## src/rtl/mem_bus_pkg.sv

```systemverilog
// Shared types for the memory data-port arbiter.
// Default widths, arbiter states and read-return tags.
package mem_bus_pkg;

    localparam int ADDR_W_DEF = 32;
    localparam int DATA_W_DEF = 32;

    typedef enum logic [1:0] {
        ST_IDLE  = 2'd0,
        ST_LOCK0 = 2'd1,
        ST_LOCK1 = 2'd2
    } arb_state_e;

    typedef struct packed {
        logic valid;
        logic id;
    } rd_tag_t;

endpackage

```

## src/rtl/mem_arb_rd_tag_pipe.sv

```systemverilog
// Read-return tag delay line, RD_LAT stages deep.
// The head stage lines up with mem_rdata of the issuing beat.
module rd_tag_pipe
    import mem_bus_pkg::*;
#(
    parameter int RD_LAT = 1
) (
    input  logic    clk,
    input  logic    rst_n,
    input  rd_tag_t tag_i,
    output rd_tag_t head_o
);

    rd_tag_t [RD_LAT-1:0] pipe_q;

    // Shift tags toward the head; reset drops anything in flight.
    always_ff @(posedge clk or negedge rst_n) begin
        if (!rst_n) begin
            pipe_q <= '0;
        end else begin
            pipe_q[0] <= tag_i;
            for (int i = 1; i < RD_LAT; i++) begin
                pipe_q[i] <= pipe_q[i-1];
            end
        end
    end

    assign head_o = pipe_q[RD_LAT-1];

endmodule

```

## src/rtl/mem_arb.sv

```systemverilog
// Two-requester arbiter for the memory controller data port.
// Round-robin, beat locking with watchdog, read-return routing.
module mem_arb
    import mem_bus_pkg::*;
#(
    parameter int ADDR_W   = ADDR_W_DEF,
    parameter int DATA_W   = DATA_W_DEF,
    parameter int RD_LAT   = 1,
    parameter int MAX_LOCK = 16
) (
    input  logic              clk,
    input  logic              rst_n,
    input  logic              r0_req,
    input  logic              r0_we,
    input  logic              r0_lock,
    input  logic [ADDR_W-1:0] r0_addr,
    input  logic [DATA_W-1:0] r0_wdata,
    output logic              r0_gnt,
    output logic              r0_rvalid,
    output logic [DATA_W-1:0] r0_rdata,
    input  logic              r1_req,
    input  logic              r1_we,
    input  logic              r1_lock,
    input  logic [ADDR_W-1:0] r1_addr,
    input  logic [DATA_W-1:0] r1_wdata,
    output logic              r1_gnt,
    output logic              r1_rvalid,
    output logic [DATA_W-1:0] r1_rdata,
    output logic [ADDR_W-1:0] mem_addr,
    output logic [DATA_W-1:0] mem_wdata,
    output logic              mem_we,
    output logic              mem_re,
    input  logic [DATA_W-1:0] mem_rdata,
    output logic              lock_err
);

    localparam int CNT_W = $clog2(MAX_LOCK + 1);

    arb_state_e       state_q, state_d;
    logic [CNT_W-1:0] lock_cnt_q, lock_cnt_d;
    logic             last_gnt_q, last_gnt_d;
    logic             lock_err_q, lock_err_d;

    logic             gnt0, gnt1;
    logic             acc, acc_we, acc_lock, own_req;
    logic [CNT_W-1:0] cnt_inc;
    rd_tag_t          tag_in, tag_head;

    // Grant selection; a locked owner excludes the other side.
    always_comb begin
        gnt0 = 1'b0;
        gnt1 = 1'b0;
        unique case (state_q)
            ST_LOCK0: gnt0 = r0_req;
            ST_LOCK1: gnt1 = r1_req;
            default: begin
                gnt0 = r0_req && (!r1_req || last_gnt_q);
                gnt1 = r1_req && (!r0_req || !last_gnt_q);
            end
        endcase
        gnt0 = gnt0 && rst_n;
        gnt1 = gnt1 && rst_n;
    end

    assign acc      = gnt0 || gnt1;
    assign acc_we   = gnt1 ? r1_we : r0_we;
    assign acc_lock = gnt1 ? r1_lock : r0_lock;
    assign own_req  = (state_q == ST_LOCK1) ? r1_req : r0_req;
    assign cnt_inc  = lock_cnt_q + CNT_W'(1);

    // Next state: lock entry/exit, beat counting and watchdog release.
    always_comb begin
        state_d    = state_q;
        lock_cnt_d = lock_cnt_q;
        last_gnt_d = last_gnt_q;
        lock_err_d = 1'b0;
        if (acc) begin
            last_gnt_d = gnt1;
        end
        unique case (state_q)
            ST_LOCK0, ST_LOCK1: begin
                if (!own_req || !acc_lock) begin
                    state_d    = ST_IDLE;
                    lock_cnt_d = '0;
                end else if (cnt_inc == CNT_W'(MAX_LOCK)) begin
                    state_d    = ST_IDLE;
                    lock_cnt_d = '0;
                    lock_err_d = 1'b1;
                end else begin
                    lock_cnt_d = cnt_inc;
                end
            end
            default: begin
                if (acc && acc_lock) begin
                    state_d    = gnt1 ? ST_LOCK1 : ST_LOCK0;
                    lock_cnt_d = CNT_W'(1);
                end
            end
        endcase
    end

    // Arbiter state registers; requester 0 wins the first tie.
    always_ff @(posedge clk or negedge rst_n) begin
        if (!rst_n) begin
            state_q    <= ST_IDLE;
            lock_cnt_q <= '0;
            last_gnt_q <= 1'b1;
            lock_err_q <= 1'b0;
        end else begin
            state_q    <= state_d;
            lock_cnt_q <= lock_cnt_d;
            last_gnt_q <= last_gnt_d;
            lock_err_q <= lock_err_d;
        end
    end

    // Pass the granted beat straight through to memory.
    always_comb begin
        mem_addr  = '0;
        mem_wdata = '0;
        mem_we    = 1'b0;
        mem_re    = 1'b0;
        if (gnt0) begin
            mem_addr  = r0_addr;
            mem_wdata = r0_wdata;
            mem_we    = r0_we;
            mem_re    = !r0_we;
        end else if (gnt1) begin
            mem_addr  = r1_addr;
            mem_wdata = r1_wdata;
            mem_we    = r1_we;
            mem_re    = !r1_we;
        end
    end

    assign tag_in.valid = acc && !acc_we;
    assign tag_in.id    = gnt1;

    rd_tag_pipe #(
        .RD_LAT (RD_LAT)
    ) u_tags (
        .clk    (clk),
        .rst_n  (rst_n),
        .tag_i  (tag_in),
        .head_o (tag_head)
    );

    assign r0_gnt    = gnt0;
    assign r1_gnt    = gnt1;
    assign r0_rvalid = tag_head.valid && !tag_head.id;
    assign r1_rvalid = tag_head.valid && tag_head.id;
    assign r0_rdata  = r0_rvalid ? mem_rdata : '0;
    assign r1_rdata  = r1_rvalid ? mem_rdata : '0;
    assign lock_err  = lock_err_q;

endmodule

```

## config.mk

```make
export PLATFORM = sky130hd
export DESIGN_NAME = mem_arb
export DESIGN_NICKNAME = d
export VERILOG_FILES = /design/src/rtl/mem_bus_pkg.sv /design/src/rtl/mem_arb_rd_tag_pipe.sv /design/src/rtl/mem_arb.sv
export SDC_FILE = /design/constraint.sdc
export NUM_CORES = 1
export LEC_CHECK = 0
export ABC_CLOCK_PERIOD_IN_PS = 3100
export CORE_AREA = 2 2 117 119
export DETAILED_ROUTE_END_ITERATION = 6
export DIE_AREA = 0 0 119 121
export PLACE_DENSITY = 0.58
export SLEW_MARGIN = 10
export SYNTH_ARGS = -nofsm -noshare
export SYNTH_HDL_FRONTEND = slang
export SYNTH_HIERARCHICAL = 1
export SYNTH_SLANG_ARGS = --single-unit
```

## constraint.sdc

```tcl
create_clock -name clk -period 3.1 [get_ports clk]
set_input_delay 0.465 -clock clk [delete_from_list [all_inputs] [get_ports clk]]
set_output_delay 0.465 -clock clk [all_outputs]
set_load 0.02 [all_outputs]
```

==> flow_metrics.tcl, run 1 <==
set metrics [dict create \
    routed_via_density 4.34 \
    critPathMaxFanout 43 \
    io_pins 303 \
    min_period_over_period_pct 96.6 \
    vias 3032 \
    required_ns 2.63 \
    clk-insertion-delay-late_ns 0.24 \
    placed_cells 694 \
    syn_inst 225 \
    grt_pass1_wl_mm 16.0 \
    fp.dieW_um 119 \
    cts_buffers 3 \
    gr-total-overflow 0 \
    max-slew-margin-rel_pct 69.7 \
    drc_errors 0 \
    syn_nets 396 \
    finalCriticalPeriod_ns 3.00 \
    yosys_warnings 6 \
    status "finished clean" \
    cap_violations 0 \
    antenna_cells 0 \
    routed_wl_mm 11.0 \
    final_common_cell "clkdlybuf4s50_1" \
    synthToLayoutAreaGrowth_pct 190 \
    worstSetupPathType "reg -> out" \
    dp_hpwl_mm 9.54 \
    drt_pass1_iterations 4 \
    ys_seq_area_share_pct 15.8 \
    rsz0062_at_grt "no" \
    synth_area_um2 1760 \
    post-cts-setup-buffers 0 \
    slew_violations 0 \
    postCtsHoldBufs 0 \
    syn_avg_cell_area_um2 7.80 \
    final_cell_mix "clkdlybuf4s50_1 (236), a22o_1 (66), dlygate4sd2_1 (54)" \
    ir_drop_mv 0.194 \
    multi_input_comb_area_um2 1340 \
    worstSetupStartpointType "flop" \
    grt_use_total_pct 13.6 \
    gp_congestion 0.806 \
    ys_async_sr_fraction_pct 100 \
    die_h_um 121 \
    die-area_um2 14400 \
    synth_edf_count 0 \
    cts.clk_slew.worst_paths_ns 0.04 \
    cts-root-buf "clkbuf_16" \
    pwr_density_cell_nw_per_um2 465 \
    stdcell_count 698 \
    wl_per_cell_um 15.8 \
    tns_ns 0 \
    setup.worst_path.end_class "primary output" \
    worst_slew_pin_slew_ns 0.452 \
    grt_max_degree 44 \
    synth_cell_types 34 \
    regArea_um2 277 \
    nNetsFinal 694 \
    finalSetupViolCount 0 \
    whs_ns 0.479 \
    hp-class "reg -> reg" \
    final-hold-violation-count 0 \
    arrival_ns 2.53 \
    skew_ns 0.000593 \
    start_util_pct 13.4 \
    yosys_most_used_dff "dfrtp_1" \
    h-tree-depth 1 \
    core_um2 13100 \
    portBuffers 302 \
    leakagePower_nw 2.32 \
    clockBufferDepth 2 \
    antenna_found_initial 0 \
    drtAntennaViolNets 0 \
    drive_gt1_share_pct 5.75 \
    rows 42 \
    drt_iter0_markers 80 \
    cts_tree "done" \
    fmax_ghz 0.334 \
    cts_sinks 11 \
    nFillCells 1286 \
    synth-seq-cells 11 \
    grt_pass1_vias 2961 \
]
[layer usage]
layer  track usage (%)  share of wire [%]  up-vias
met5                 0                  0        -
met4              2.75                1.4        0
met3              2.58                8.3       12
met2              26.0                 53      188
met1              15.7                 37     1378
li1                  -                  -     1454
[stage by stage]
| stage | power (W) | utilization (%) | setup slack, ns | area (µm²) |
|---|---|---|---|---|
| after detailed placement | 0.00228 | 38.7 | -0.0217 | 5070 |
| final | 0.00236 | 38.8 | 0.104 | 5080 |
| after global routing | 0.00251 | 38.8 | 0.00217 | 5080 |
| after floorplan | 0.00124 | - | 0.472 | 1760 |
| after global placement | 0.00228 | 38.7 | -0.00403 | 5070 |
| after CTS | 0.00238 | 38.8 | 0.00132 | 5070 |
[path summary, 6_finish.rpt]
kind	start	end	slack (ns)	cells past startpoint
max	state_q[0]$_DFFE_PN0P_	mem_addr[22]	0.10	9
min	last_gnt_q$_DFFE_PN1P_	last_gnt_q$_DFFE_PN1P_	0.48	2
max reg2reg	state_q[0]$_DFFE_PN0P_	lock_cnt_q[2]$_DFFE_PN0P_	0.84	8
min reg2reg	last_gnt_q$_DFFE_PN1P_	last_gnt_q$_DFFE_PN1P_	0.48	2
max in group asynchronous	rst_n	last_gnt_q$_DFFE_PN1P_	2.25	2
min in group asynchronous	rst_n	lock_cnt_q[0]$_DFFE_PN0P_	0.62	2
[registers in the layout, summed over array words and instances, names as in the netlist]
register       cells
u_tags/head_o      2
last_gnt_q         1
lock_err           1
state_q            2
lock_cnt_q         5
[final cells by class]
class	instances	area share, %
well taps	176	4.33
inverters	5	0.369
clock buffers	4	1.55
repair buffers	318	61.9
flip-flops and latches	11	5.44
multi-input cells	184	26.4
[synth_stat cells (2+ instances only)]
cell	instances	share of area, %
a21o_1	2	0.86
a21oi_1	3	0.86
a22o_1	66	33
and2_1	34	12
and3_1	32	11
buf_2	2	0.57
buf_4	6	2.6
clkbuf_1	15	3.2
dfrtp_1	10	14
ha_1	3	2.1
inv_1	5	1.1
mux2i_1	2	1.1
nand2_1	8	1.7
nand2b_1	2	0.71
nand3_1	7	2.0
nor2_1	4	0.86
o211ai_1	3	1.3
o21ai_0	2	0.57
o21ai_1	2	0.57
o311ai_0	2	1.0
or2_2	2	0.71
[kinds of logic (layout without fill, tap and decap cells)]
kind of cell	count (synthesis)	after routing	synth area share, %
and+or+nand+nor	93	93	31.6
muxes	2	2	1.14
DFF	11	11	15.8
AOI/OAI and AO/OA	86	86	41.1
buffers and inverters	30	327	8.27
adders and majority gates	3	3	2.14
[timing repair]
| item | CTS | global route |
|---|---|---|
| endpoints found under the hold margin | 0 | 0 |
| gates resized for setup | 64 | 11 |
| endpoints found under the setup margin | 63 | 10 |
[worst max-delay path, cell delays in order (launching register included)]
cell	delay, ns
dfrtp_1	0.37
inv_1	0.07
ha_1	0.35
o211ai_1	0.26
o21bai_1	0.21
inv_2	0.11
nor2_4	0.16
buf_12	0.22
a22o_1	0.17
dlygate4sd2_1	0.35
[power breakdown]
| group | internal, W | leakage, nW | switching [W] |
|---|---|---|---|
| logic | 0.000913 | 2.14 | 0.000987 |
| registers | 0.000189 | 0.146 | 0.0000401 |
| clock network | 0.000172 | 0.0382 | 0.0000620 |
(Power assumes the default switching activity.)
==> run 2: changes to the inputs <==
--- a/config.mk
+++ b/config.mk
@@ -6,10 +6,10 @@
 export NUM_CORES = 1
 export LEC_CHECK = 0
 export ABC_CLOCK_PERIOD_IN_PS = 3100
-export CORE_AREA = 2 2 117 119
+export CORE_AREA = 4 4 115 117
 export DETAILED_ROUTE_END_ITERATION = 6
 export DIE_AREA = 0 0 119 121
-export PLACE_DENSITY = 0.58
+export PLACE_DENSITY = 0.61
 export SLEW_MARGIN = 10
 export SYNTH_ARGS = -nofsm -noshare
 export SYNTH_HDL_FRONTEND = slang
==> flow_metrics.tcl, run 2 (same netlist as run 1, synthesis figures left out) <==
set metrics [dict create \
    gp_congestion 0.819 \
    grt_use_total_pct 15.3 \
    grt_max_degree 66 \
    r2r_end "state_q[0]$_DFFE_PN0P_" \
    routed_via_density 4.44 \
    nFillCells 1261 \
    leakagePower_nw 2.14 \
    cts_tree "done" \
    clk-insertion-delay-late_ns 0.24 \
    core_um2 12400 \
    pwr_density_cell_nw_per_um2 465 \
    antenna_found_initial 1 \
    largest_reg_flops 5 \
    routed_wl_mm 12.6 \
    placed_cells 683 \
    post-place-ws_ns -0.0742 \
    rows 41 \
    portBuffers 302 \
    worstSetupPathType "reg -> out" \
    stdcell_count 689 \
    fp.dieW_um 119 \
    gr-total-overflow 0 \
    worst_slew_pin_slew_ns 0.441 \
    cts_sinks 11 \
    synthToLayoutAreaGrowth_pct 187 \
    h-tree-depth 1 \
    min-delay-start "last_gnt_q$_DFFE_PN1P_" \
    hold_end "last_gnt_q$_DFFE_PN1P_" \
    required_ns 2.63 \
    min_period_over_period_pct 94.4 \
    whs_path_depth 2 \
    start_util_pct 14.2 \
    cts.clk_slew.worst_paths_ns 0.04 \
    drc_errors 0 \
    slew_violations 0 \
    route.met3.wl_mm 1.29 \
    ir_drop_mv 0.234 \
    cp_slowest_stage_delay_ns 0.67 \
    io_pins 303 \
    dp_hpwl_mm 10.4 \
    cpMaxStageDelayCell "clkdlybuf4s50_1" \
    finalSetupViolCount 0 \
    final-hold-violation-count 0 \
    dr_wl_met2_mm 6.26 \
    final_common_cell "clkdlybuf4s50_1" \
    arrival_ns 2.46 \
    critPathMaxFanout 63 \
    highest-signal-layer "met4" \
    worstSetupStartpointType "flop" \
    clockBufferDepth 2 \
    fin_ws_ns 0.172 \
    cts_buffers 3 \
    setup.worst_path.end_class "primary output" \
    fmax_ghz 0.342 \
    finalCriticalPeriod_ns 2.93 \
    status "finished clean" \
    m1WireLength_mm 4.80 \
    drive_gt1_share_pct 5.23 \
    r2r_cells 7 \
    nNetsFinal 688 \
    top_register "lock_cnt_q" \
    hp-class "reg -> reg" \
    r2r_start "state_q[0]$_DFFE_PN0P_" \
    die_h_um 121 \
    drtAntennaViolNets 0 \
    vias 3060 \
    cap_violations 0 \
    die-area_um2 14400 \
    grt_pass1_wl_mm 17.5 \
    whs_ns 0.476 \
    wl_per_cell_um 18.3 \
    grt_pass1_vias 3074 \
    drt_iter0_markers 176 \
    cts-root-buf "clkbuf_16" \
    max-slew-margin-rel_pct 70.4 \
    final_cell_mix "clkdlybuf4s50_1 (236), a22o_1 (66), clkdlybuf4s15_1 (50)" \
    drt_pass1_iterations 5 \
    path_cells "inv_1, ha_1, o211ai_1, o21bai_1, inv_2, buf_12, clkdlybuf4s50_1" \
    skew_ns 0.00372 \
    reg2reg_slack_ns 0.91 \
    finalPower_w 0.00234 \
]
-- run 2: area by class of cell --
cell class	count	area, µm²	share of cell area, %
diodes	1	2.50	0.0497
clock buffers	4	78.8	1.57
inverters	5	18.8	0.373
multi-input cells	184	1340	26.7
flip-flops and latches	11	277	5.50
well taps	172	215	4.28
repair buffers	312	3100	61.6
-- run 2: repair_timing --
item	CTS	global route
endpoints found under the setup margin	66	65
cloned	0	1
resized for setup	66	62
setup buffers	0	0
hold buffers	0	0
-- run 2: worst max-delay path by stage --
stage | from | endpoint | slack (ns)
2_1_floorplan | state_q[0]$_DFFE_PN0P_ | mem_re | 0.47
4_1_cts | state_q[0]$_DFFE_PN0P_ | mem_addr[24] | 0.10
3_5_place_dp | r1_req | mem_addr[24] | -0.07
5_1_grt | state_q[0]$_DFFE_PN0P_ | mem_addr[26] | -0.0005
3_3_place_gp | r1_req | mem_addr[10] | -0.04
6_report | state_q[0]$_DFFE_PN0P_ | r0_gnt | 0.17
-- run 2: where the power goes --
group | leakage [nW] | internal [W] | total, W | switching [W]
clock network | 0.0382 | 0.000173 | 0.000236 | 0.0000633
registers | 0.146 | 0.000189 | 0.000230 | 0.0000413
logic | 1.96 | 0.000884 | 0.00187 | 0.000991
total | 2.14 | 0.00124 | 0.00234 | 0.00110
-- run 2: per-layer routing --
metal / vias to the layer above / track usage [%]
met1: 1389 / 17.1
met3: 14 / 5.22
met4: 0 / 3.77
met2: 212 / 27.7
met5: - / 0
li1: 1445 / -
-- run 2: critical path, delay by kind of cell, from the launching register on --
kind            cells  cell delay [ns]
buf+inv             4             1.13
flops               1             0.37
fa+ha+maj           1             0.36
compound gates      2             0.33
-- run 2: through the flow --
step	setup TNS (ns)	util (%)	cell area, µm²
2_1_floorplan	0	-	1760
3_3_place_gp	-0.407	40.2	4970
3_5_place_dp	-1.67	40.2	4970
4_1_cts	0	40.1	4960
5_1_grt	-0.000993	40.7	5030
6_report	0	40.7	5030
==> run 3: changes to the inputs <==
--- a/config.mk
+++ b/config.mk
@@ -6,7 +6,9 @@
 export NUM_CORES = 1
 export LEC_CHECK = 0
 export ABC_CLOCK_PERIOD_IN_PS = 3100
+export CAP_MARGIN = 20
 export CORE_AREA = 4 4 115 117
+export CTS_BUF_LIST = sky130_fd_sc_hd__clkbuf_8
 export DETAILED_ROUTE_END_ITERATION = 6
 export DIE_AREA = 0 0 119 121
 export PLACE_DENSITY = 0.61
==> flow_metrics.tcl, run 3 (same netlist as run 1, synthesis figures left out) <==
set metrics [dict create \
    status "finished clean" \
    r2r_cells 7 \
    hp-class "reg -> reg" \
    grt_max_degree 66 \
    worst_slew_pin_slew_ns 0.443 \
    io_pins 303 \
    slew_violations 0 \
    final_common_cell "clkdlybuf4s50_1" \
    routed_via_density 4.44 \
    wl_per_cell_um 18.1 \
    rows 41 \
    vias 3059 \
    drc_errors 0 \
    ir_drop_mv 0.232 \
    tns_ns 0 \
    fmax_ghz 0.341 \
    nNetsFinal 688 \
    top_register "lock_cnt_q" \
    synthToLayoutAreaGrowth_pct 184 \
    r2r_end "lock_cnt_q[2]$_DFFE_PN0P_" \
    final-hold-violation-count 0 \
    largest_reg_flops 5 \
    core_um2 12400 \
    cap_violations 0 \
    gp_congestion 0.819 \
    clockBufferDepth 2 \
    critical_path.endpoint "r0_gnt" \
    cts-root-buf "clkbuf_8" \
    min_period_over_period_pct 94.5 \
    reg2reg_slack_ns 0.93 \
    grt_pass1_vias 3066 \
    leakagePower_nw 2.12 \
    finalCriticalPeriod_ns 2.93 \
    gr-total-overflow 0 \
    grt_use_total_pct 15.2 \
    skew_ns 0.00404 \
    clk-insertion-delay-late_ns 0.24 \
    cts_sinks 11 \
    arrival_ns 2.47 \
    max-slew-margin-rel_pct 70.3 \
    cts.clk_slew.worst_paths_ns 0.05 \
    portBuffers 302 \
    r2r_start "state_q[0]$_DFFE_PN0P_" \
    pwr_density_cell_nw_per_um2 449 \
    die_h_um 121 \
    post-cts-setup-buffers 0 \
    antenna_found_initial 1 \
    finalPower_w 0.00224 \
    h-tree-depth 1 \
    drt_pass1_iterations 4 \
    start_util_pct 14.2 \
    nFillCells 1262 \
    worstSetupStartpoint "state_q[0]$_DFFE_PN0P_" \
    die-area_um2 14400 \
    required_ns 2.63 \
    fp.dieW_um 119 \
    drt_iter0_markers 165 \
    finalSetupViolCount 0 \
    worstSetupStartpointType "flop" \
    routed_wl_mm 12.5 \
    postCtsHoldBufs 0 \
    final_cell_mix "clkdlybuf4s50_1 (236), a22o_1 (66), clkdlybuf4s15_1 (51)" \
    grt_pass1_wl_mm 17.5 \
    drive_gt1_share_pct 5.81 \
    cts_tree "done" \
    setup.worst_path.end_class "primary output" \
    worstSetupPathType "reg -> out" \
    cts_buffers 3 \
    dp_hpwl_mm 10.4 \
    critPathMaxFanout 63 \
    drtAntennaViolNets 0 \
]
run 3: changes by cell type in the layout (fill, tap and decap cells not counted), sizes merged:
cell           previous run  this run
inv                       5         6
clkbuf                   11        13
clkdlybuf4s15            50        51
dlygate4sd2              10         6
run 3: power breakdown:
group	internal [W]	switching, W	leakage (nW)
Combinational	0.000881	0.000989	1.94
Sequential	0.000188	0.0000409	0.146
Clock	0.0000869	0.0000532	0.0269
run 3: per-stage QoR:
step           instance area (µm²)  instances  utilization (%)  setup WS, ns  hold WS (ns)
2_1_floorplan                 1760        225                -         0.472         0.169
3_3_place_gp                  4970        683             40.2       -0.0400         0.463
3_5_place_dp                  4970        683             40.2       -0.0742         0.471
4_1_cts                       4930        687             39.9        0.0988         0.476
5_1_grt                       4990        689             40.3     -0.000244         0.501
6_report                      4990        689             40.3         0.169         0.477
run 3: how the worst min path moves through the flow:
stage / startpoint / end / slack (ns) / cells after the start
after floorplan: rst_n / lock_cnt_q[0]$_DFFE_PN0P_ / 0.17 / 0
after global placement: last_gnt_q$_DFFE_PN1P_ / last_gnt_q$_DFFE_PN1P_ / 0.46 / 2
after detailed placement: last_gnt_q$_DFFE_PN1P_ / last_gnt_q$_DFFE_PN1P_ / 0.47 / 2
after CTS: last_gnt_q$_DFFE_PN1P_ / last_gnt_q$_DFFE_PN1P_ / 0.48 / 2
after global routing: last_gnt_q$_DFFE_PN1P_ / last_gnt_q$_DFFE_PN1P_ / 0.50 / 2
final: last_gnt_q$_DFFE_PN1P_ / last_gnt_q$_DFFE_PN1P_ / 0.48 / 2
run 3: repair_timing:
| action | 4_1_cts | 5_1_grt |
|---|---|---|
| hold endpoints to repair | 0 | 0 |
| cloned | 0 | 1 |
| pin swaps | 0 | 0 |
| resized for setup | 66 | 69 |
| setup endpoints to repair | 66 | 65 |
run 3: cell type report:
type	count	area, µm²	share of cell area [%]
timing repair buffer	312	3090	61.9
multi-input combinational	184	1340	26.9
sequential	11	277	5.54
tap	172	215	4.32
clock buffer	3	41.3	0.828
inverter	5	18.8	0.376
clock inverter	1	3.75	0.0753
antenna	1	2.50	0.0502
run 3: metal layers:
| metal | wire length [µm] | global-route usage, % | up-vias |
|---|---|---|---|
| met2 | 6210 | 27.6 | 215 |
| met1 | 4770 | 17.0 | 1387 |
| met3 | 1280 | 5.22 | 12 |
| met4 | 223 | 3.33 | 0 |
| li1 | - | - | 1445 |
| met5 | 0 | 0 | - |
run 3: worst max-delay path, stage by stage, from the launching register on:
cell and delay (ns):
dfrtp_1 0.37, inv_1 0.07, ha_1 0.35, o211ai_1 0.13
o21bai_1 0.20, inv_2 0.13, buf_12 0.26, clkdlybuf4s50_1 0.67
